`src/rtl/motor_pkg.sv`:
```
// Shared motor-control types: direction codes, bridge FSM state encoding and
// the default dead-time length.
package motor_pkg;

  localparam logic [1:0] DIR_STOP = 2'b00;
  localparam logic [1:0] DIR_FWD  = 2'b01;
  localparam logic [1:0] DIR_REV  = 2'b10;
  localparam logic [1:0] DIR_BAD  = 2'b11;

  localparam int DEAD_CYCLES_DEFAULT = 50000;

  typedef enum logic [2:0] {
    COAST = 3'd0,
    FWD   = 3'd1,
    REV   = 3'd2,
    DEAD  = 3'd3,
    BRAKE = 3'd4
  } state_t;

endpackage

```
`src/rtl/dead_timer.sv`:
```
// Loadable down counter that saturates at zero; done flags an expired count.
module dead_timer #(
  parameter int CNT_W = 16
) (
  input  logic             clk,
  input  logic             rst_n,
  input  logic             load,
  input  logic [CNT_W-1:0] load_val,
  output logic             done
);

  logic [CNT_W-1:0] count;

  always_ff @(posedge clk or negedge rst_n) begin
    if (!rst_n) begin
      count <= '0;
    end else if (load) begin
      count <= load_val;
    end else if (count != '0) begin
      count <= count - CNT_W'(1);
    end
  end

  assign done = (count == '0);

endmodule

```
`src/rtl/hbridge_dir_guard.sv`:
```
// H-bridge direction guard: forces a coast dead time on every exit from
// FWD/REV and rejects code 11. Define HBRIDGE_ACTIVE_BRAKE_EN to brake on stop.
module hbridge_dir_guard
  import motor_pkg::*;
#(
  parameter  int DEAD_CYCLES = DEAD_CYCLES_DEFAULT,
  localparam int CNT_W       = $clog2(DEAD_CYCLES + 1)
) (
  input  logic       clk,
  input  logic       rst_n,
  input  logic [1:0] dir,
  input  logic       pwm,
  output logic       in_a,
  output logic       in_b,
  output logic       en,
  output logic       busy,
  output logic       cmd_err
);

  state_t     state;
  state_t     next_state;
  logic [1:0] dir_q;
  logic [1:0] dir_prev;
  logic       pwm_q;
  logic       load_dead;
  logic       dead_done;
  logic       a_d;
  logic       b_d;
  logic       en_d;

  dead_timer #(
    .CNT_W (CNT_W)
  ) u_dead_timer (
    .clk      (clk),
    .rst_n    (rst_n),
    .load     (load_dead),
    .load_val (CNT_W'(DEAD_CYCLES - 1)),
    .done     (dead_done)
  );

  always_comb begin
    next_state = state;
    load_dead  = 1'b0;
    case (state)
      COAST: begin
        if (dir_q == DIR_FWD) begin
          next_state = FWD;
        end else if (dir_q == DIR_REV) begin
          next_state = REV;
`ifdef HBRIDGE_ACTIVE_BRAKE_EN
        end else if (dir_q == DIR_STOP) begin
          next_state = BRAKE;
`endif
        end
      end
      FWD: begin
        if (dir_q != DIR_FWD) begin
          next_state = DEAD;
          load_dead  = 1'b1;
        end
      end
      REV: begin
        if (dir_q != DIR_REV) begin
          next_state = DEAD;
          load_dead  = 1'b1;
        end
      end
      DEAD: begin
        // Runs to completion even if the old direction comes back.
        if (dead_done) begin
          next_state = COAST;
        end
      end
`ifdef HBRIDGE_ACTIVE_BRAKE_EN
      BRAKE: begin
        // Both low legs are on, so a drive direction must pass dead time first.
        if (dir_q == DIR_FWD || dir_q == DIR_REV) begin
          next_state = DEAD;
          load_dead  = 1'b1;
        end
      end
`endif
      default: begin
        next_state = COAST;
      end
    endcase
  end

  always_comb begin
    a_d  = 1'b0;
    b_d  = 1'b0;
    en_d = 1'b0;
    case (next_state)
      FWD: begin
        a_d  = 1'b1;
        en_d = pwm_q;
      end
      REV: begin
        b_d  = 1'b1;
        en_d = pwm_q;
      end
      BRAKE: begin
        a_d  = 1'b1;
        b_d  = 1'b1;
        en_d = 1'b1;
      end
      default: begin
      end
    endcase
  end

  // Outputs are registered alongside the state so they never glitch.
  always_ff @(posedge clk or negedge rst_n) begin
    if (!rst_n) begin
      state    <= COAST;
      dir_q    <= DIR_STOP;
      dir_prev <= DIR_STOP;
      pwm_q    <= 1'b0;
      in_a     <= 1'b0;
      in_b     <= 1'b0;
      en       <= 1'b0;
      busy     <= 1'b0;
      cmd_err  <= 1'b0;
    end else begin
      dir_q    <= dir;
      pwm_q    <= pwm;
      dir_prev <= dir_q;
      state    <= next_state;
      in_a     <= a_d;
      in_b     <= b_d;
      en       <= en_d;
      busy     <= (next_state == DEAD);
      cmd_err  <= (dir_q == DIR_BAD) && (dir_prev != DIR_BAD);
    end
  end

endmodule
```
`config.mk`:
```
export PLATFORM = sky130hd
export DESIGN_NAME = hbridge_dir_guard
export DESIGN_NICKNAME = d
export VERILOG_FILES = /design/src/rtl/motor_pkg.sv /design/src/rtl/dead_timer.sv /design/src/rtl/hbridge_dir_guard.sv
export SDC_FILE = /design/constraint.sdc
export NUM_CORES = 1
export LEC_CHECK = 0
export ABC_AREA = 1
export BUFFER_PORTS_ARGS = -buffer_cell sky130_fd_sc_hd__buf_2
export CORE_MARGIN = 5
export CORE_UTILIZATION = 50
export CTS_BUF_LIST = sky130_fd_sc_hd__clkbuf_8
export DETAILED_ROUTE_END_ITERATION = 8
export PLACE_DENSITY = 0.77
export REMOVE_ABC_BUFFERS = 1
export SETUP_SLACK_MARGIN = 0.05
export SLEW_MARGIN = 20
export SYNTH_ARGS = -nofsm -noshare
export SYNTH_HDL_FRONTEND = slang
export SYNTH_HIERARCHICAL = 1
export SYNTH_SLANG_ARGS = --single-unit
export TNS_END_PERCENT = 100
```
`constraint.sdc`:
```
create_clock -name clk -period 2.2 [get_ports clk]
set_clock_uncertainty 0.1 [all_clocks]
set_input_delay 0.44 -clock clk [delete_from_list [all_inputs] [get_ports clk]]
set_output_delay 0.44 -clock clk [all_outputs]
set_load 0.02 [all_outputs]
```
After elaboration in Yosys (flattened, before gate mapping)
Cells that the tools add are included.
{"block": "totals", "in_bits": 5, "n_memories": 0, "reg_bits": 29, "latch_bits": 0, "mem_bits_rw": 0, "mem_bits_ro": 0, "output_inout_bits": 5, "word_cells": 46}
{"block": "op_classes", "div_mod_pow": 0, "n_mux": 14, "n_mul": 0, "n_eq_ne": 13, "n_bitwise": 0, "reduce_logical": 8, "shift": 0, "add_sub_neg": 1, "magnitude_cmp": 0}
{"cell": "16-bit 2-to-1 mux", "n": 2}
{"cell": "16-bit zero test", "n": 1}
{"cell": "16-bit nonzero test", "n": 1}
{"cell": "16-bit by 1-bit subtractor with 16-bit output (second input constant)", "n": 1}
{"cell": "3-bit 2-to-1 mux", "n": 5}
{"cell": "3-bit by 2-bit == test with 1-bit output (second input constant)", "n": 4}
{"cell": "3-bit case mux with 4 select lines", "n": 1}
{"cell": "3-bit by 1-bit == test with 1-bit output (second input constant)", "n": 2}
{"cell": "2-bit OR reduction", "n": 3}
{"cell": "2-bit == test (second input constant)", "n": 2}
{"cell": "1-bit 2-to-1 mux", "n": 4}
{"cell": "2-bit inequality test (second input constant)", "n": 2}
{"cell": "1-bit case mux with 2 select lines", "n": 2}
{"cell": "3-bit == test (second input constant)", "n": 1}
{"cell": "3-bit zero test", "n": 1}
{"cell": "2-bit by 1-bit == test with 1-bit output (second input constant)", "n": 1}
{"cell": "2-bit by 1-bit inequality test with 1-bit output (second input constant)", "n": 1}
{"cell": "2-bit nonzero test", "n": 1}
{"cell": "1-bit logical AND", "n": 1}

Depth between registers and ports, before layout
Gate-level depths: netlist (run 1).
{"block": "depth", "depth_word": 7, "ltp_mapped": 12}

Hierarchy
The synthesis (run 1) kept the hierarchy.
{"mod": "dead_timer", "instances": 1, "cells_per_inst": 167, "area_per_inst_um2": 1184.9}
{"mod": "hbridge_dir_guard", "instances": 1, "cells_per_inst": 50, "area_per_inst_um2": 510.5}

Least setup slack after synthesis (run 1)
Ideal clock, no wire load.
{"block": "synth_timing", "path_kind": "reg2reg", "startpoint": "register u_dead_timer.count[0]", "endpoint": "register en", "n_path_buf": 0, "arrival_time_ps": 1731, "period_less_slack_ps": 1904, "path_stages_with_launch": 13, "slack_ps": 296, "setup_time_ps": 73, "path_cell_list": "dfrtp_1 > inv_1 > ha_1 > nand2_4 > nor2_4 > nand3_1 > nor3_1 > inv_1 > o21ai_2 > nand2_1 > nor2_1 > nand2_2 > a21oi_2"}
{"block": "synth_via", "elab_chain_cells": 6}
{"element": "start: declaration", "line": "dead_timer.sv:12", "text": "logic [CNT_W-1:0] count;"}
{"element": "start signal: assignment", "line": "dead_timer.sv:18", "text": "count <= load_val;"}
{"element": "start signal: assignment", "line": "dead_timer.sv:20", "text": "count <= count - CNT_W'(1);"}
{"element": "16-bit zero test (*)", "line": "dead_timer.sv:24", "text": "assign done = (count == '0);"}
{"element": "net dead_done", "line": "hbridge_dir_guard.sv:26", "text": "logic dead_done;"}
{"element": "3-bit 2-to-1 mux (*)", "line": "hbridge_dir_guard.sv:70", "text": "if (dead_done) begin"}
{"element": "3-bit case mux with 4 select lines (*)", "line": "hbridge_dir_guard.sv:44", "text": "case (state)"}
{"element": "3-bit by 2-bit == test with 1-bit output / 3-bit by 1-bit == test with 1-bit output (equally long branches)", "line": "hbridge_dir_guard.sv:93", "text": "case (next_state)"}
{"element": "2-bit OR reduction (no source line)"}
{"element": "1-bit case mux with 2 select lines (*)", "line": "hbridge_dir_guard.sv:93"}
{"element": "net en_d", "line": "hbridge_dir_guard.sv:29", "text": "logic en_d;"}
{"element": "end signal: assignment", "line": "hbridge_dir_guard.sv:131", "text": "en <= en_d;"}
{"element": "end: declaration", "line": "hbridge_dir_guard.sv:15", "text": "output logic en,"}
The timed path passes the listed nets; every way through them passes the cells marked *.
A chain may end at the register's enable or synchronous reset.

Worst setup path in the final report (run 1)
Ends and elaborated chain as after synthesis.

==> impl_metrics.py, run 1 <==
metrics = {
    "floorplan": {
        "fp.coreArea_um2": 3310,
        "die_h_um": 68.2,
        "die_area_um2": 4660,
        "initial_core_util_pct": 51.2,
        "rows": 21,
        "design.portCount": 10,
        "die_width_um": 68.2,
    },
    "timing": {
        "finalCritPeriodShare_pct": 89.2,
        "report.final.hold_viol_count": 0,
        "hold_slack_ns": 0.0677,
        "fin_ws_ns": 0.238,
        "timing_worst_slew_pin_value_ns": 0.631,
        "unrepaired_setup_endpoints_after_global_routing": "no",
        "max_freq_mhz": 510,
        "maxSlewViolCount": 0,
        "fin_setup_tns_ns": 0,
        "count_of_endpoints_failing_setup_in_the_final_report": 0,
        "period_minus_slack_ns": 1.96,
        "slew_headroom_pct": 57.9,
    },
    "route": {
        "postRouteWirelength_mm": 3.06,
        "routed_via_density": 4.63,
        "route.detailed.wl_per_inst_um": 10.4,
        "detail_route.first_pass.iterations": 4,
        "number_of_design_rule_violations_left_after_detail_routing": 0,
        "route.vias.total": 1361,
        "drtAntennaViolNets": 0,
        "iter_0_drt_violations": 94,
    },
    "clock_tree": {
        "clock_insertion_delay_worst_skew_ns": 0.28,
        "post_cts_hold_buffer_count": 0,
        "max_h_tree_level": 2,
        "ctsLongestPathBuffers": 2,
        "numCtsBuffers": 5,
        "clock_slew_seen_by_the_registers_of_the_worst_setup_and_hold_paths_ns": 0.06,
        "ctsRootBufferMaster": "sky130_fd_sc_hd__clkbuf_8",
        "clock_sink_count": 29,
        "cts_tree": "built",
    },
    "yosys": {
        "post_synth_inst_count": 217,
        "yosysTopAreaCellShare_pct": 42.8,
        "ys.warnings.count": 6,
        "synth-simple-area-share_pct": 39.2,
        "synth_area_um2": 1700,
        "most_common_cell_in_the_synthesized_netlist": "sky130_fd_sc_hd__nand2_1",
        "synth-edff-count": 0,
        "synth_ff_type": "sky130_fd_sc_hd__dfrtp_1",
        "area_fraction_in_compound_gates_after_synthesis_pct": 6.13,
        "yosys.area_share.adder_pct": 0.738,
        "synth.top_cells.by_count": "sky130_fd_sc_hd__nand2_1 (67), sky130_fd_sc_hd__dfrtp_1 (29), sky130_fd_sc_hd__inv_1 (29)",
        "fraction_of_synthesized_cell_area_in_xor_and_xnor_cells_pct": 2.58,
        "netlist.top_cell.by_area": "sky130_fd_sc_hd__dfrtp_1",
        "synth-async-reset-ratio_pct": 100,
        "synth.area.mux_share_pct": 0,
        "syn_area_per_cell_um2": 7.81,
        "synth_top_family_by_area": "simple AND/OR/NAND/NOR gates",
        "synth_cell_type_count": 30,
        "seq_total_area_yosys_pct": 42.8,
        "synth.top_cells.by_area": "sky130_fd_sc_hd__dfrtp_1 (43%), sky130_fd_sc_hd__nand2_1 (15%), sky130_fd_sc_hd__inv_1 (6.4%)",
        "ys_seq_elements": 29,
    },
    "final_layout": {
        "antenna-diode-count": 0,
        "syn_to_layout_area_delta_pct": 15.6,
        "final_net_count": 253,
        "final_layout_size_suffix_gt1_share_pct": 22.2,
    },
    "worst_setup_path": {
        "r2r_start": "u_dead_timer/count[0]",
        "worstSetupEndpointType": "register",
        "critical_path.cell_chain": "inv_2 -> ha_2 -> nand2_4 -> nor2_4 -> nand3_1 -> nor3_2 -> inv_1 -> o21ai_2 -> nand2_1 -> nor2_1 -> nand2_2 -> a21oi_2",
        "worst_r2r_path_depth": 12,
        "worst-endpoint-required_ns": 2.31,
        "timing.critical_path.slowest_cell_delay_ns": 0.40,
        "crit_arrival_ns": 2.07,
        "critical-path-top-delay-family": "simple AND/OR/NAND/NOR gates",
        "worst_setup_path_startpoint": "u_dead_timer/count[0]",
        "critical_path_cell_count": 12,
        "worstSetupPathType": "register to register",
        "worst-path-buf-inv": 2,
        "worst_setup_path_start_kind": "register",
        "worstPathMaxFanout": 5,
        "worst_path_max_delay_cell": "sky130_fd_sc_hd__dfrtp_1",
    },
    "grt": {
        "largest_net_degree_at_the_start_of_global_routing": 30,
        "grt_overflow": 0,
        "initial_antenna_violation_count": 0,
        "grt_first_pass_wirelength_mm": 5.62,
        "grt_pass1_vias": 1367,
        "globalRouteTotalUtil_pct": 16.5,
    },
    "power_and_ir_drop": {
        "power_leakage_nw": 1.09,
        "powerDensity_nw_per_um2": 1260,
        "vdd_drop_max_v": 0.000746,
        "design_power_total_w": 0.00246,
    },
    "placement": {
        "dp_wirelength_mm": 2.24,
        "worst_slack_after_detailed_placement_ns": 0.183,
        "io_buffers": 9,
        "place.gp.congestion": 0.806,
    },
    "min_path": {
        "worstHoldPathType": "input port to async pin",
    },
    "run": {
        "maxCapViolCount": 0,
    },
    "run_status": {
        "run_status": "complete, no violations",
    },
}
==> worst reg2reg max path: stages, from the launching register on <==
cell                      delay, ns
sky130_fd_sc_hd__dfrtp_1       0.40
sky130_fd_sc_hd__inv_2         0.09
sky130_fd_sc_hd__ha_2          0.20
sky130_fd_sc_hd__nand2_4       0.09
sky130_fd_sc_hd__nor2_4        0.12
sky130_fd_sc_hd__nand3_1       0.11
sky130_fd_sc_hd__nor3_2        0.21
sky130_fd_sc_hd__inv_1         0.07
sky130_fd_sc_hd__o21ai_2       0.14
sky130_fd_sc_hd__nand2_1       0.07
sky130_fd_sc_hd__nor2_1        0.11
sky130_fd_sc_hd__nand2_2       0.07
sky130_fd_sc_hd__a21oi_2       0.11
==> path summary, 6_finish.rpt <==
kind,to,slack (ns)
min reg2reg,cmd_err,0.32
min in group clk,pwm_q,0.16
max,en,0.24
max in group asynchronous,u_dead_timer/count[14],1.51
max reg2reg,en,0.24
min,u_dead_timer/count[3],0.07
==> repair_timing <==
| action | in CTS | in global routing |
|---|---|---|
| hold endpoints to repair | 0 | 0 |
| setup endpoints to repair | 0 | 4 |
| buffers inserted | 0 | 0 |
| gates resized for setup | 0 | 4 |
==> per-layer routing <==
layer  wire (µm)  share of wire (%)  global-route usage, %
met1        1370                 45                   18.4
met2        1510                 49                   29.5
met3         122                4.0                   3.94
met4          60                2.0                   7.44
met5           0                  0                      0
==> final cells by class <==
type | count | area [µm²]
inverters | 31 | 116
multi-input cells | 169 | 898
clock buffers | 7 | 96.3
flip-flops and latches | 29 | 726
fillers | 303 | 1350
clock inverters | 1 | 5.00
repair buffers | 11 | 60.1
well taps | 46 | 57.6
==> sequential cells by signal, indices dropped and copies added (netlist names), 2 cells and up <==
| register | flops |
|---|---|
| u_dead_timer/count | 16 |
| state | 3 |
| dir_prev | 2 |
| dir_q | 2 |
==> cell usage in the layout (no fill, tap or decap), types with 3 or more instances in the layout <==
cell	n
sky130_fd_sc_hd__o21ai_0	6
sky130_fd_sc_hd__nor2_4	4
sky130_fd_sc_hd__nor2_2	8
sky130_fd_sc_hd__inv_2	3
sky130_fd_sc_hd__nand3b_1	3
sky130_fd_sc_hd__o21bai_2	3
sky130_fd_sc_hd__buf_2	9
sky130_fd_sc_hd__nand2_2	5
sky130_fd_sc_hd__nor2_1	19
sky130_fd_sc_hd__conb_1	17
sky130_fd_sc_hd__nand3_1	13
sky130_fd_sc_hd__inv_1	28
sky130_fd_sc_hd__nand2_1	67
sky130_fd_sc_hd__xor2_1	3
sky130_fd_sc_hd__dfrtp_1	29
sky130_fd_sc_hd__clkbuf_8	7
sky130_fd_sc_hd__nand3_2	4
==> logic make-up after synthesis <==
| family | count (synthesis) |
|---|---|
| DFF | 29 |
| buffers and inverters | 34 |
| and+or+nand+nor | 131 |
| other | 2 |
| xor gates and xnor gates | 5 |
| AOI/OAI and AO/OA | 15 |
| adders and majority gates | 1 |
==> power breakdown <==
| part | internal [W] | switching (W) | total (W) |
|---|---|---|---|
| sequential | 0.000732 | 0.000182 | 0.000914 |
| clock | 0.000282 | 0.000196 | 0.000478 |
| combinational | 0.000395 | 0.000678 | 0.00107 |
| total | 0.00141 | 0.00106 | 0.00246 |
==> per-stage QoR <==
step / cells / util [%] / cell area [µm²]
floorplan: 229 / - / 1730
global placement: 286 / 55.8 / 1850
detailed placement: 286 / 55.8 / 1850
CTS: 294 / 58.9 / 1950
global route: 294 / 59.2 / 1960
finish: 294 / 59.2 / 1960
Note: power is estimated with default switching activity, not from simulation.
==> run 2, diff against run 1 <==
clock period = 2.06 ns   (was 2.2 ns; I/O delays follow)
==> impl_metrics.py, run 2 (synthesized netlist as in run 1, its figures left out) <==
metrics = {
    "run_status": {
        "run_status": "complete, no violations",
    },
    "clock_tree": {
        "numCtsBuffers": 5,
        "clock_insertion_delay_worst_skew_ns": 0.28,
        "clock_sink_count": 29,
        "cts_setup_buffers": 0,
        "cts_tree": "built",
        "max_h_tree_level": 2,
        "ctsRootBufferMaster": "sky130_fd_sc_hd__clkbuf_8",
        "clock_slew_seen_by_the_registers_of_the_worst_setup_and_hold_paths_ns": 0.07,
        "ctsLongestPathBuffers": 2,
    },
    "worst_setup_path": {
        "worstSetupPathType": "register to register",
        "worst-endpoint-required_ns": 2.18,
        "worstSetupEndpointType": "register",
        "critical_path.cell_chain": "inv_2 -> ha_4 -> nand2_4 -> nor2_4 -> nand3_2 -> nor3_4 -> inv_1 -> o21ai_2 -> nand2_1 -> nor2_2 -> nand2_2 -> a21oi_2",
        "r2r_setup_slack_ns": 0.17,
        "worst-path-buf-inv": 2,
        "worstPathMaxFanout": 5,
        "worst_setup_path_start_kind": "register",
        "timing.critical_path.slowest_cell_delay_ns": 0.41,
        "critical-path-top-delay-family": "simple AND/OR/NAND/NOR gates",
        "worst_path_max_delay_cell": "sky130_fd_sc_hd__dfrtp_1",
        "crit_arrival_ns": 2.01,
    },
    "final_layout": {
        "largest_reg_flops": 16,
        "final_common_cell": "sky130_fd_sc_hd__nand2_1",
        "antenna-diode-count": 0,
        "syn_to_layout_area_delta_pct": 19.3,
        "layout_top_registers": "u_dead_timer/count: 16 flops, state: 3 flops",
        "multi_input_area_um2": 920,
        "finish.utilization_pct": 61.1,
        "final_net_count": 256,
        "seq_area_um2": 726,
        "top_library_cells_by_usage_in_the_layout_fill_and_taps_aside": "sky130_fd_sc_hd__nand2_1 (67), sky130_fd_sc_hd__dfrtp_1 (29), sky130_fd_sc_hd__inv_1 (28)",
        "final_layout_size_suffix_gt1_share_pct": 23.5,
        "fill_cells": 298,
        "registers.top_by_ff_count": "u_dead_timer/count",
        "finish.cell_count_without_fillers": 297,
    },
    "timing": {
        "timing_worst_slew_pin_value_ns": 0.641,
        "finalCritPeriodShare_pct": 91.8,
        "slew_headroom_pct": 57.2,
        "fin_setup_tns_ns": 0,
        "count_of_endpoints_failing_setup_in_the_final_report": 0,
        "max_freq_mhz": 529,
        "maxSlewViolCount": 0,
        "period_minus_slack_ns": 1.89,
        "report.final.hold_viol_count": 0,
        "unrepaired_setup_endpoints_after_global_routing": "yes",
    },
    "run": {
        "maxCapViolCount": 0,
    },
    "grt": {
        "grt_pass1_vias": 1316,
        "grt_first_pass_wirelength_mm": 5.78,
        "initial_antenna_violation_count": 0,
        "grt_overflow": 0,
        "largest_net_degree_at_the_start_of_global_routing": 30,
        "globalRouteTotalUtil_pct": 17.3,
    },
    "power_and_ir_drop": {
        "power_leakage_nw": 1.11,
        "vdd_drop_max_v": 0.000587,
        "powerDensity_nw_per_um2": 1390,
    },
    "floorplan": {
        "rows": 21,
        "die_area_um2": 4660,
        "design.portCount": 10,
        "fp.coreArea_um2": 3310,
        "die_h_um": 68.2,
        "die_width_um": 68.2,
        "initial_core_util_pct": 51.2,
    },
    "placement": {
        "place.gp.congestion": 0.842,
        "dp.cells": 289,
        "dp_wirelength_mm": 2.22,
        "io_buffers": 9,
    },
    "route": {
        "number_of_design_rule_violations_left_after_detail_routing": 0,
        "drtAntennaViolNets": 0,
        "detail_route.first_pass.iterations": 4,
        "postRouteWirelength_mm": 3.16,
        "iter_0_drt_violations": 35,
        "route.vias.total": 1365,
        "routed_via_density": 4.60,
        "route.detailed.wl_per_inst_um": 10.6,
    },
    "min_path": {
        "worstHoldPathType": "input port to async pin",
    },
}
## run 2: cell types whose count changed in the layout (fill, tap and decap cells not counted), sizes merged
| cell | before | now |
|---|---|---|
| buf | 11 | 14 |
| clkinvlp | 0 | 1 |
| bufinv | 0 | 1 |
| clkinv | 1 | 0 |
| clkbuf | 7 | 6 |
## run 2: report_power, final
group / total, W / leakage [nW] / switching [W] / internal [W]
logic: 0.00120 / 0.701 / 0.000748 / 0.000454
registers: 0.000977 / 0.355 / 0.000196 / 0.000782
clock network: 0.000624 / 0.0574 / 0.000231 / 0.000393
total: 0.00280 / 1.11 / 0.00117 / 0.00163
## run 2: worst paths after layout
kind	startpoint	endpoint	cells past startpoint
min reg2reg	dir_prev[1]	cmd_err	1
max in group asynchronous	rst_n	state[2]	1
min in group clk	dir[1]	dir_q[1]	1
min	rst_n	u_dead_timer/count[6]	1
max reg2reg	u_dead_timer/count[0]	en	12
max	u_dead_timer/count[0]	en	12
## run 2: through the flow
stage	worst slack (ns)	area, µm²	power [W]	hold slack, ns
final	0.169	2020	0.00280	0.0478
after global routing	0.0119	2020	0.00305	0.0892
after CTS	0.0929	2000	0.00279	0.0660
after detailed placement	0.0605	1870	0.00213	0.308
after global placement	0.126	1870	0.00211	0.304
after floorplan	0.156	1730	0.00185	0.0164
## run 2: layout make-up
type,count,share of cell area (%)
clock inverter,2,1.86
timing repair buffer,14,4.08
tap,46,2.85
clock buffer,6,4.08
sequential,29,35.9
inverter,31,5.75
multi-input combinational,169,45.5
## run 2: per-layer routing
metal	vias to the layer above	wire length [µm]	GRT usage, %
li1	719	-	-
met1	626	1350	20.0
met2	14	1670	29.0
met3	6	80	4.93
met4	0	63	8.93
met5	-	0	0
## run 2: what timing repair did
item	4_1_cts	5_1_grt
gates resized for setup	1	6
hold buffers	0	0
endpoints found under the setup margin	1	4
pin swaps	0	2
